`src/rtl/cfs_md_rr_arbiter_if.sv`:
```
// MD request/aligner bundle for the round-robin arbiter: NUM_REQ requester lanes in, one aligner lane out.
// The slave modport is the arbiter side and the master modport is the requester/aligner side.
interface cfs_md_rr_arbiter_if #(
  parameter int NUM_REQ         = 4,
  parameter int ALGN_DATA_WIDTH = 32
);
  localparam int OW  = (ALGN_DATA_WIDTH <= 8) ? 1 : $clog2(ALGN_DATA_WIDTH / 8);
  localparam int SW  = $clog2(ALGN_DATA_WIDTH / 8) + 1;
  localparam int IDW = $clog2(NUM_REQ);

  logic [NUM_REQ-1:0]                 req_valid;
  logic [NUM_REQ*ALGN_DATA_WIDTH-1:0] req_data;
  logic [NUM_REQ*OW-1:0]              req_offset;
  logic [NUM_REQ*SW-1:0]              req_size;
  logic [NUM_REQ-1:0]                 req_ready;
  logic [NUM_REQ-1:0]                 req_err;
  logic                               md_valid;
  logic [ALGN_DATA_WIDTH-1:0]         md_data;
  logic [OW-1:0]                      md_offset;
  logic [SW-1:0]                      md_size;
  logic                               md_ready;
  logic                               md_err;
  logic                               grant_valid;
  logic [IDW-1:0]                     grant_id;

  modport slave (
    input  req_valid, req_data, req_offset, req_size, md_ready, md_err,
    output req_ready, req_err, md_valid, md_data, md_offset, md_size, grant_valid, grant_id
  );

  modport master (
    output req_valid, req_data, req_offset, req_size, md_ready, md_err,
    input  req_ready, req_err, md_valid, md_data, md_offset, md_size, grant_valid, grant_id
  );
endinterface

```
`src/rtl/cfs_md_rr_arbiter.sv`:
```
// Round-robin arbiter multiplexing NUM_REQ MD requesters onto one aligner input.
// A grant is released after BURST_LEN transfers or when the granted requester drops valid.
module cfs_md_rr_arbiter #(
  parameter int NUM_REQ         = 4,
  parameter int ALGN_DATA_WIDTH = 32,
  parameter int BURST_LEN       = 2
) (
  input logic                  pclk,
  input logic                  preset_n,
  cfs_md_rr_arbiter_if.slave   bus
);
  localparam int OW  = (ALGN_DATA_WIDTH <= 8) ? 1 : $clog2(ALGN_DATA_WIDTH / 8);
  localparam int SW  = $clog2(ALGN_DATA_WIDTH / 8) + 1;
  localparam int IDW = $clog2(NUM_REQ);
  localparam logic [IDW:0]   NUM_REQ_W  = NUM_REQ[IDW:0];
  localparam logic [IDW-1:0] LAST_ID    = IDW'(NUM_REQ - 1);
  localparam logic [7:0]     BURST_LAST = 8'(BURST_LEN - 1);

  typedef enum logic {ST_IDLE, ST_GRANT} state_t;

  state_t         r_state;
  logic [IDW-1:0] r_rr_ptr;
  logic [IDW-1:0] r_grant_id;
  logic [7:0]     r_beat_cnt;
  logic           r_grant_valid;

  logic [IDW-1:0]             w_winner;
  logic [IDW:0]               w_sum;
  logic                       w_in_grant;
  logic                       w_g_valid;
  logic                       w_xfer;
  logic                       w_burst_end;
  logic                       w_release;
  logic [IDW-1:0]             w_next_ptr;
  logic [ALGN_DATA_WIDTH-1:0] w_slice_data   [NUM_REQ];
  logic [OW-1:0]              w_slice_offset [NUM_REQ];
  logic [SW-1:0]              w_slice_size   [NUM_REQ];

  // Descending scan so the lane closest to rr_ptr is assigned last and wins.
  always_comb begin
    w_winner = r_rr_ptr;
    w_sum    = '0;
    for (int k = NUM_REQ - 1; k >= 0; k--) begin
      w_sum = {1'b0, r_rr_ptr} + (IDW + 1)'(k);
      if (w_sum >= NUM_REQ_W) begin
        w_sum = w_sum - NUM_REQ_W;
      end
      if (bus.req_valid[w_sum[IDW-1:0]]) begin
        w_winner = w_sum[IDW-1:0];
      end
    end
  end

  assign w_in_grant  = (r_state == ST_GRANT);
  assign w_g_valid   = w_in_grant & bus.req_valid[r_grant_id];
  assign w_xfer      = w_g_valid & bus.md_ready;
  assign w_burst_end = (BURST_LEN != 0) && (r_beat_cnt == BURST_LAST);
  assign w_release   = w_in_grant && (!bus.req_valid[r_grant_id] || (w_xfer && w_burst_end));
  assign w_next_ptr  = (r_grant_id == LAST_ID) ? '0 : r_grant_id + 1'b1;

  generate
    for (genvar gi = 0; gi < NUM_REQ; gi++) begin : g_lane
      assign w_slice_data[gi]   = bus.req_data[gi*ALGN_DATA_WIDTH +: ALGN_DATA_WIDTH];
      assign w_slice_offset[gi] = bus.req_offset[gi*OW +: OW];
      assign w_slice_size[gi]   = bus.req_size[gi*SW +: SW];
      assign bus.req_ready[gi]  = w_in_grant && (r_grant_id == IDW'(gi)) && bus.md_ready;
      assign bus.req_err[gi]    = w_xfer && (r_grant_id == IDW'(gi)) && bus.md_err;
    end
  endgenerate

  // The datapath is a pure mux: data, offset and size are never registered.
  assign bus.md_valid    = w_g_valid;
  assign bus.md_data     = w_in_grant ? w_slice_data[r_grant_id]   : '0;
  assign bus.md_offset   = w_in_grant ? w_slice_offset[r_grant_id] : '0;
  assign bus.md_size     = w_in_grant ? w_slice_size[r_grant_id]   : '0;
  assign bus.grant_valid = r_grant_valid;
  assign bus.grant_id    = r_grant_id;

  always_ff @(posedge pclk or negedge preset_n) begin
    if (!preset_n) begin
      r_state       <= ST_IDLE;
      r_rr_ptr      <= '0;
      r_grant_id    <= '0;
      r_beat_cnt    <= '0;
      r_grant_valid <= 1'b0;
    end else begin
      case (r_state)
        ST_IDLE: begin
          if (|bus.req_valid) begin
            r_state       <= ST_GRANT;
            r_grant_valid <= 1'b1;
            r_grant_id    <= w_winner;
            r_beat_cnt    <= '0;
          end
        end
        ST_GRANT: begin
          if (w_xfer && (r_beat_cnt != 8'hFF)) begin
            r_beat_cnt <= r_beat_cnt + 8'd1;
          end
          if (w_release) begin
            r_state       <= ST_IDLE;
            r_grant_valid <= 1'b0;
            r_rr_ptr      <= w_next_ptr;
          end
        end
        default: begin
          r_state       <= ST_IDLE;
          r_grant_valid <= 1'b0;
        end
      endcase
    end
  end
endmodule

```
`src/flat_wrapper.sv`:
```
// flat-port wrapper written by rule: the top's interface ports become plain ports
module cfs_md_rr_arbiter_flat 
#(
  parameter int NUM_REQ         = 4,
  parameter int ALGN_DATA_WIDTH = 32,
  parameter int BURST_LEN       = 2
)
  (pclk, preset_n, bus_req_valid, bus_req_data, bus_req_offset, bus_req_size, bus_md_ready, bus_md_err, bus_req_ready, bus_req_err, bus_md_valid, bus_md_data, bus_md_offset, bus_md_size, bus_grant_valid, bus_grant_id);
  cfs_md_rr_arbiter_if #(.NUM_REQ(NUM_REQ), .ALGN_DATA_WIDTH(ALGN_DATA_WIDTH)) bus_i ();
  input logic pclk;
  input logic preset_n;
  input wire logic [$bits(bus_i.req_valid)-1:0] bus_req_valid;
  input wire logic [$bits(bus_i.req_data)-1:0] bus_req_data;
  input wire logic [$bits(bus_i.req_offset)-1:0] bus_req_offset;
  input wire logic [$bits(bus_i.req_size)-1:0] bus_req_size;
  input wire logic [$bits(bus_i.md_ready)-1:0] bus_md_ready;
  input wire logic [$bits(bus_i.md_err)-1:0] bus_md_err;
  output wire logic [$bits(bus_i.req_ready)-1:0] bus_req_ready;
  output wire logic [$bits(bus_i.req_err)-1:0] bus_req_err;
  output wire logic [$bits(bus_i.md_valid)-1:0] bus_md_valid;
  output wire logic [$bits(bus_i.md_data)-1:0] bus_md_data;
  output wire logic [$bits(bus_i.md_offset)-1:0] bus_md_offset;
  output wire logic [$bits(bus_i.md_size)-1:0] bus_md_size;
  output wire logic [$bits(bus_i.grant_valid)-1:0] bus_grant_valid;
  output wire logic [$bits(bus_i.grant_id)-1:0] bus_grant_id;
  assign bus_i.req_valid = bus_req_valid;
  assign bus_i.req_data = bus_req_data;
  assign bus_i.req_offset = bus_req_offset;
  assign bus_i.req_size = bus_req_size;
  assign bus_i.md_ready = bus_md_ready;
  assign bus_i.md_err = bus_md_err;
  assign bus_req_ready = bus_i.req_ready;
  assign bus_req_err = bus_i.req_err;
  assign bus_md_valid = bus_i.md_valid;
  assign bus_md_data = bus_i.md_data;
  assign bus_md_offset = bus_i.md_offset;
  assign bus_md_size = bus_i.md_size;
  assign bus_grant_valid = bus_i.grant_valid;
  assign bus_grant_id = bus_i.grant_id;
  cfs_md_rr_arbiter #(.NUM_REQ(NUM_REQ), .ALGN_DATA_WIDTH(ALGN_DATA_WIDTH), .BURST_LEN(BURST_LEN)) u_core (.pclk(pclk), .preset_n(preset_n), .bus(bus_i));
endmodule
```
`config.mk`:
```
export PLATFORM = sky130hd
export DESIGN_NAME = cfs_md_rr_arbiter_flat
export DESIGN_NICKNAME = d
export VERILOG_FILES = /design/src/rtl/cfs_md_rr_arbiter_if.sv /design/src/rtl/cfs_md_rr_arbiter.sv /design/src/flat_wrapper.sv
export SDC_FILE = /design/constraint.sdc
export NUM_CORES = 1
export LEC_CHECK = 0
export ABC_AREA = 1
export CELL_PAD_IN_SITES_DETAIL_PLACEMENT = 1
export CELL_PAD_IN_SITES_GLOBAL_PLACEMENT = 1
export CORE_MARGIN = 1
export CORE_UTILIZATION = 21
export DETAILED_ROUTE_END_ITERATION = 8
export PLACE_DENSITY = 0.89
export SLEW_MARGIN = 15
export SYNTH_ARGS = -nofsm -noshare
export SYNTH_HDL_FRONTEND = slang
export SYNTH_SLANG_ARGS = --single-unit
```
`constraint.sdc`:
```
create_clock -name pclk -period 3 [get_ports pclk]
set_clock_uncertainty 0.05 [all_clocks]
set_input_delay 0.3 -clock pclk [delete_from_list [all_inputs] [get_ports pclk]]
set_output_delay 0.3 -clock pclk [all_outputs]
set_load 0.05 [all_outputs]
```
[Word-level counts from Yosys, hierarchy flattened]
Index checks and enable logic that the tools add are counted.
Cells by class
  add/sub/neg operators: 9
  magnitude comparators: 10
  equal/unequal tests: 8
  multiplexer cells: 40
  bitwise logic cells: 4
  reduce and logical (&&, ||, !) cells: 27
Operator list (number)
  32-bit two-way mux: 3
  32-bit binary-select mux with 2-bit select: 1
  2-bit two-way mux: 12
  1-bit logical AND: 19
  8-bit two-way mux: 2
  8-bit case mux with 2 select lines: 1
  2-bit by 3-bit less-than comparator with 1-bit output (second input constant): 5
  3-bit greater-or-equal comparator (second input constant): 4
  1-bit binary-select mux with 2-bit select: 5
  1-bit two-way mux: 9
  3-bit two-way mux: 3
  8-bit by 1-bit adder with 8-bit output (second input constant): 1
  8-bit by 1-bit equality test with 1-bit output (second input constant): 1
  8-bit != test (second input constant): 1
  2-bit AND reduction: 4
  2-bit by 1-bit subtractor with 2-bit output (second input constant): 4
  2-bit by 2-bit adder with 3-bit output (second input constant): 2
  3-bit binary-select mux with 2-bit select: 1
  2-bit binary-select mux with 2-bit select: 1
  2-bit equality test (second input constant): 2
  2-bit != test (second input constant): 2
  1-bit case mux with 2 select lines: 2
  4-bit OR reduction: 1
  2-bit by 1-bit adder with 3-bit output (second input constant): 1
  other kinds (10): 11
Word-level totals
  register bits: 14
  input port bits: 156
  output and inout port bits: 49
  word-level logic and storage cells: 103

[Logic depth before layout (Yosys ltp)]
Gate-level depths: netlist of run 1.
  word-level depth: 9
  gate-level depth with buffers: 11

[Worst setup path before layout of run 1]
Ideal clock, no wire load.
  path kind: register -> output
  from: reg u_core.r_grant_id[0] (netlist: u_core.bus.grant_id[0])
  to: out bus_req_err[2]
  arrival: 2.545 ns
  data required time: 2.650 ns
  setup slack: 0.105 ns
  cell stages (with the launch flop): 8
  path buffers: 3
  cells stage by stage: dfrtp_1 -> buf_6 -> inv_6 -> buf_6 -> clkbuf_1 -> ha_1 -> inv_1 -> nor3_1
On the way
  cells in the longest elaborated chain, start to end: 6
  elaborated cells on any way between the ends: 7
  classes of those cells: eq/ne (1); mux (2); bitwise (2); reduce/logical (2)
RTL lines
  start: declaration: line cfs_md_rr_arbiter.sv:23  | logic [IDW-1:0] r_grant_id;
  start signal: assignment: line cfs_md_rr_arbiter.sv:92  | r_grant_id <= w_winner;
  1-bit binary-select mux with 2-bit select: line cfs_md_rr_arbiter.sv:55  | assign w_g_valid = w_in_grant & bus.req_valid[r_grant_id];
  1-bit two-way mux (not written as such): line cfs_md_rr_arbiter.sv:55
  1-bit bitwise AND: line cfs_md_rr_arbiter.sv:55
  1-bit bitwise AND: line cfs_md_rr_arbiter.sv:56  | assign w_xfer = w_g_valid & bus.md_ready;
  1-bit logical AND (*) (2 in series): line cfs_md_rr_arbiter.sv:67  | assign bus.req_err[gi] = w_xfer && (r_grant_id == IDW'(gi)) && bus.md_err;
  end: declaration: line flat_wrapper.sv:19  | output wire logic [$bits(bus_i.req_err)-1:0] bus_req_err;
Mark *: on every way between the ends. The rest lies on a longest branch, timed or not. The select of a mux whose other input is x is not followed.

[Worst setup path in the final report of run 1]
  from: reg u_core.r_grant_id[0] (netlist: u_core.bus.grant_id[0])
  to: out bus_md_data[29]
On the way
  cells in the longest elaborated chain, start to end: 5
RTL lines
  2-bit NOT with 3-bit output (not written as such): line cfs_md_rr_arbiter.sv:73  | assign bus.md_data = w_in_grant ? w_slice_data[r_grant_id] : '0;
  32-bit binary-select mux with 2-bit select: line cfs_md_rr_arbiter.sv:73
  32-bit two-way mux (not written as such) (2 in series): line cfs_md_rr_arbiter.sv:73
  32-bit two-way mux: line cfs_md_rr_arbiter.sv:73
  end: declaration: line flat_wrapper.sv:21  | output wire logic [$bits(bus_i.md_data)-1:0] bus_md_data;
Every way passes these cells. The select of a mux whose other input is x is not followed.

==> results.tsv, run 1 <==
stage	metric	value	unit
outcome	status	completed	
clock_tree	clk_pin_slew	0.05	ns
clock_tree	post_cts.repair.setup_buffers	0	
timing	finalSetupViolCount	0	
setup_path	crit_path_max_fanout	60	
setup_path	cp.arrival	2.33	ns
synth	async_reset_ff_share	100.0	%
routing	route.detailed.drc	0	
cells_and_area	fin_nets	805	
setup_path	cp.required	2.65	ns
floorplan	ios	205	
synth	syn_area	2380	µm²
global_route	gr-total-overflow	0	
clock_tree	post_cts_resized	0	
floorplan	core	10940	µm²
placed_design	dp_hpwl	10300	µm
global_route	grt_pass1_vias	4074	
floorplan	die_height	108.5	µm
synth	syn_area_per_cell	5.162	µm²
timing	maxSlewHeadroom	41.01	%
synth	synth_top_flop_cell	dfrtp_1	
routing	ant_nets	0	
cells_and_area	final_cell_mix	nor2_1, clkdlybuf4s50_1, o21ai_0, nand2_1, buf_12	
cells_and_area	final_common_cell	nor2_1	
timing	rsz0062_at_grt	false	
cells_and_area	n_antenna_cell	0	
flow_run	maxCapViolCount	0	
setup_path	max_stage_delay	0.63	ns
routing	vias	3823	
clock_tree	clock_latency	0.25	ns
clock_tree	htree_levels	1	
clock_tree	cts_buffer_depth	2	
floorplan	dieArea	11760	µm²
setup_path	critPathCaptureType	output pin	
routing	drtIter0Drc	239	
setup_path	cp_top_family	buffers and inverters	
clock_tree	cts_made_buffers	3	
placed_design	place.gp.congestion	0.8688	
setup_path	r2r_end	u_core.r_beat_cnt[4]	
clock_tree	ctsHoldBuffers	0	
synth	yosys_warnings	0	
pwr	p_leak	2.115	nW
global_route	antenna_found_initial	0	
synth	syn_nets	623	
routing	viasPerCell	4.889	
setup_path	crit_slowest_cell	dfrtp_2	
hold_path	hold_path_class	in -> async	
timing	slew_violations	0	
synth	synth_edf_count	0	
routing	drt_pre_antenna_iters	6	
setup_path	worst_setup_path_start_kind	flop	
clock_tree	cts_tree	built	
placed_design	io_buffers	204	
cells_and_area	drive_above_1_share	9.657	%
timing	hold_viol	0	
timing	fin_crit	2.682	ns
pwr	ir_drop	0.0006947	V
cells_and_area	syn_to_final_growth	110.6	%
setup_path	path_common_cell	nor2_1	
floorplan	placementRows	38	
routing	wire_per_inst	16.67	µm
global_route	grt_max_degree	61	
clock_tree	cts_root_buffer	clkbuf_16	
floorplan	fp.dieW	108.5	µm
synth	syn_inst	461	
setup_path	crit_chain	buf_4, nor2_1, nor2_1, o21ai_0, a21oi_1, buf_12	
clock_tree	cts.sinks	14	
pwr	powerDensity	1108	nW/µm²
placed_design	place_area	4922	µm²
synth	ys_types	27	
cells_and_area	final_area	5011	µm²
timing	fmax	372.9	MHz
timing	tns	0	ns
synth	synth-seq-cells	14	
setup_path	reg2reg_slack	1.03	ns
setup_path	r2r_start	u_core.bus.grant_id[1]	
global_route	grt_pass1_wl	20170	µm
global_route	grt.total_usage	21.70	%
setup_path	worstSetupPathType	reg -> out	
setup_path	crit_buf_inv	2	
routing	wl	13030	µm
timing	period_share	89.39	%
synth	synth-seq-area-share	14.72	%
floorplan	start_util	21.76	%
setup_path	r2r_cells	7	
timing	tightest_slew	0.8849	ns
==> power by group <==
part	internal (mW)	leakage [nW]	total [mW]	switching, mW
combinational	1.97	1.89	4.89	2.92
sequential	0.249	0.181	0.373	0.124
clock	0.203	0.0442	0.288	0.0854
==> metal layers <==
layer | track usage (%) | share of wire [%] | vias to the layer above
met5 | 0 | 0 | -
met4 | 8.494 | 4.5 | 0
met1 | 22.41 | 37 | 1779
met3 | 4.882 | 7.5 | 42
met2 | 41.82 | 51 | 152
li1 | - | - | 1850
==> stage by stage <==
stage	std cells	total power [mW]	hold slack, ns	util (%)	setup WS, ns
6_report	782	5.552	0.4124	45.82	0.3183
3_5_place_dp	778	5.286	0.4668	45.01	0.5782
3_3_place_gp	778	5.168	0.4685	45.01	0.6572
5_1_grt	782	5.919	0.4759	45.82	0.1598
2_1_floorplan	461	3.112	-0.04559	-	0.1054
4_1_cts	782	5.594	0.4258	45.82	0.3055
==> cells by family (layout without fill, tap and decap cells) <==
| family | count (synthesis) | count (layout) | synth area share [%] |
|---|---|---|---|
| buffers and inverters | 57 | 238 | 10.25 |
| AND/OR/NAND/NOR | 259 | 259 | 43.59 |
| XOR/XNOR | 5 | 5 | 1.841 |
| adder cells (fa/ha/maj) | 6 | 6 | 3.154 |
| flip-flops | 14 | 14 | 14.72 |
| AO/OA/AOI/OAI | 120 | 120 | 26.45 |
==> flip-flops by register name (all words and copies together), names as in the netlist <==
name                    cells
u_core.r_beat_cnt           8
u_core.bus.grant_id         2
u_core.r_rr_ptr             2
u_core.bus.grant_valid      1
u_core.r_state              1
==> worst max-delay path by stage <==
stage                                 startpoint              end  cells past startpoint
after floorplan           u_core.bus.grant_id[0]   bus_req_err[2]                      7
after global placement    u_core.bus.grant_id[0]   bus_md_data[6]                      6
after detailed placement  u_core.bus.grant_id[0]  bus_md_data[29]                      6
after CTS                 u_core.bus.grant_id[0]  bus_md_data[29]                      6
after global routing      u_core.bus.grant_id[0]  bus_md_data[18]                      6
final                     u_core.bus.grant_id[0]  bus_md_data[29]                      6
==> Yosys cell counts, drive strengths merged, types with 2 or more instances <==
cell type	count	area (µm²)
o21ai	78	390.4
clkbuf	17	63.81
ha	6	75.07
inv	26	102.6
xor2	3	26.28
nor3	6	30.03
dfrtp	14	350.3
nand3	21	117.6
nand2	63	244.0
xnor2	2	17.52
a21oi	38	190.2
buf	14	77.57
nor2	165	619.3
==> area by class of cell <==
cell class,instances,area (µm²)
Sequential cell,14,351.6
Timing Repair Buffer,208,2507
Multi-Input combinational cell,390,1785
Inverter,26,102.6
Clock buffer,4,88.84
Tap cell,140,175.2
Fill cell,1409,5924
Power figures use the tool's default switching activity.
==> run 2, diff against run 1 <==
CORE_AREA = 2 2 80 82   (was default)
CORE_MARGIN = default   (was 1)
CORE_UTILIZATION = default   (was 21)
DIE_AREA = 0 0 82 84   (was default)
DONT_BUFFER_PORTS = 1   (was default)
PLACE_DENSITY = 0.84   (was 0.89)
==> results.tsv, run 2 (synthesis results as in run 1) <==
stage	metric	value	unit
clock_tree	clk_pin_slew	0.07	ns
cells_and_area	fin_nets	649	
timing	period_share	85.86	%
global_route	grt_pass1_vias	3164	
clock_tree	cts.sinks	14	
clock_tree	cts_buffer_depth	2	
placed_design	place.gp.congestion	0.8754	
timing	slew_violations	0	
placed_design	io_buffers	0	
setup_path	cp.arrival	2.23	ns
hold_path	hold_path_class	in -> reg	
setup_path	startpoint	u_core.bus.grant_id[1]	
timing	fmax	388.2	MHz
timing	tns	0	ns
setup_path	cp_top_family	buffers and inverters	
timing	finalSetupViolCount	0	
floorplan	die_height	84	µm
routing	ant_nets	0	
clock_tree	post_cts.repair.setup_buffers	0	
setup_path	crit_path_max_fanout	20	
timing	hold_viol	0	
floorplan	core	6096	µm²
placed_design	dp_hpwl	7528	µm
outcome	status	completed	
setup_path	worstSetupPathType	reg -> out	
routing	drtIter0Drc	151	
cells_and_area	largest_register_ffs	8	
setup_path	max_stage_delay	0.54	ns
routing	wire_per_inst	17.61	µm
setup_path	crit_slowest_cell	inv_1	
setup_path	reg2reg_slack	0.96	ns
clock_tree	htree_levels	1	
global_route	grt.total_usage	26.58	%
cells_and_area	final_common_cell	nor2_1	
floorplan	dieArea	6888	µm²
hold_path	holdPathEnd	u_core.bus.grant_id[1]	
cells_and_area	drive_above_1_share	13.17	%
cells_and_area	syn_to_final_growth	17.14	%
clock_tree	cts_root_buffer	clkbuf_8	
clock_tree	cts_made_buffers	3	
timing	maxSlewHeadroom	45.17	%
setup_path	r2r_end	u_core.r_beat_cnt[4]	
routing	drt_pre_antenna_iters	6	
pwr	power	4.225	mW
setup_path	r2r_start	u_core.bus.grant_id[1]	
floorplan	fp.dieW	82	µm
floorplan	ios	205	
cells_and_area	largest-register	u_core.r_beat_cnt	
timing	fin_crit	2.576	ns
timing	tightest_slew	0.8213	ns
setup_path	critPathCaptureType	output pin	
cells_and_area	utilization	45.73	%
global_route	antenna_found_initial	1	
global_route	grt_max_degree	52	
floorplan	start_util	39.04	%
hold_path	min-delay-start	bus_req_valid[0]	
routing	wl	9930	µm
pwr	ir_drop	0.0007104	V
global_route	grt_pass1_wl	14810	µm
pwr	powerDensity	1516	nW/µm²
hold_path	hold_depth	5	
setup_path	path_depth	6	
pwr	p_leak	1.331	nW
routing	vias	3244	
floorplan	placementRows	29	
setup_path	worst_setup_path_start_kind	flop	
cells_and_area	final_cell_mix	nor2_1, o21ai_0, nand2_1, buf_4, a21oi_1	
clock_tree	cts_tree	built	
global_route	gr-total-overflow	0	
clock_tree	clock_latency	0.26	ns
routing	route.detailed.drc	0	
setup_path	crit_buf_inv	2	
setup_path	cp.required	2.65	ns
routing	viasPerCell	5.752	
setup_path	crit_chain	inv_1, a21oi_1, a32oi_4, nand2_1, nor3_1, buf_4	
setup_path	r2r_cells	7	
timing	rsz0062_at_grt	false	
flow_run	maxCapViolCount	0	
==> run 2: power breakdown <==
| group | switching (mW) | internal [mW] |
|---|---|---|
| combinational | 2.67 | 0.993 |
| sequential | 0.116 | 0.250 |
| clock | 0.0801 | 0.117 |
==> run 2: layout make-up <==
type,count,area (µm²)
well taps,77,96.34
inverters,26,102.6
fillers,906,3308
flip-flops and latches,14,352.8
clock buffers,4,55.05
repair buffers,52,392.9
diodes,1,2.502
multi-input cells,390,1785
==> run 2: per-stage QoR <==
step                instance area (µm²)  hold WS, ns  setup slack [ns]  cells
floorplan                          2380     -0.04559            0.1054    461
global placement                   2720     -0.04497            0.8374    558
detailed placement                 2720     -0.04509            0.7061    558
CTS                                2785       0.3668            0.4158    563
global route                       2785       0.4140            0.2490    563
finish                             2788       0.3607            0.4242    564
==> run 2: worst min-delay path, cell delays in order <==
cell,delay (ns)
inv_1,0.03
nand2_1,0.10
a31oi_1,0.09
nand2_1,0.07
nand2_1,0.04
==> run 2: layer usage <==
metal	track usage [%]	routed length (µm)	up-vias
li1	-	-	1538
met1	31.23	3910	1540
met2	47.82	5020	137
met3	4.437	742	29
met4	8.333	256	0
met5	0	0	-
==> run 2: worst max-delay path by stage <==
stage	slack [ns]	endpoint
global placement	0.84	bus_req_err[0]
detailed placement	0.71	bus_req_err[1]
global route	0.25	bus_req_err[1]
finish	0.42	bus_req_err[1]
floorplan	0.11	bus_req_err[2]
CTS	0.42	bus_req_err[1]
==> run 2: repair_timing <==
| action | CTS | global route |
|---|---|---|
| hold endpoints to repair | 14 | 0 |
| setup endpoints to repair | 0 | 0 |
| resized for setup | 0 | 0 |
| hold buffers | 1 | 0 |
==> run 3, diff against run 2 <==
CORE_AREA = default   (was 2 2 80 82)
CORE_MARGIN = 1   (was default)
CORE_UTILIZATION = 21   (was default)
DIE_AREA = default   (was 0 0 82 84)
DONT_BUFFER_PORTS = default   (was 1)
PLACE_DENSITY = 0.89   (was 0.84)
==> results of run 3 <==
Same layout as run 1: the final DEF is identical, and so are final timing and power.
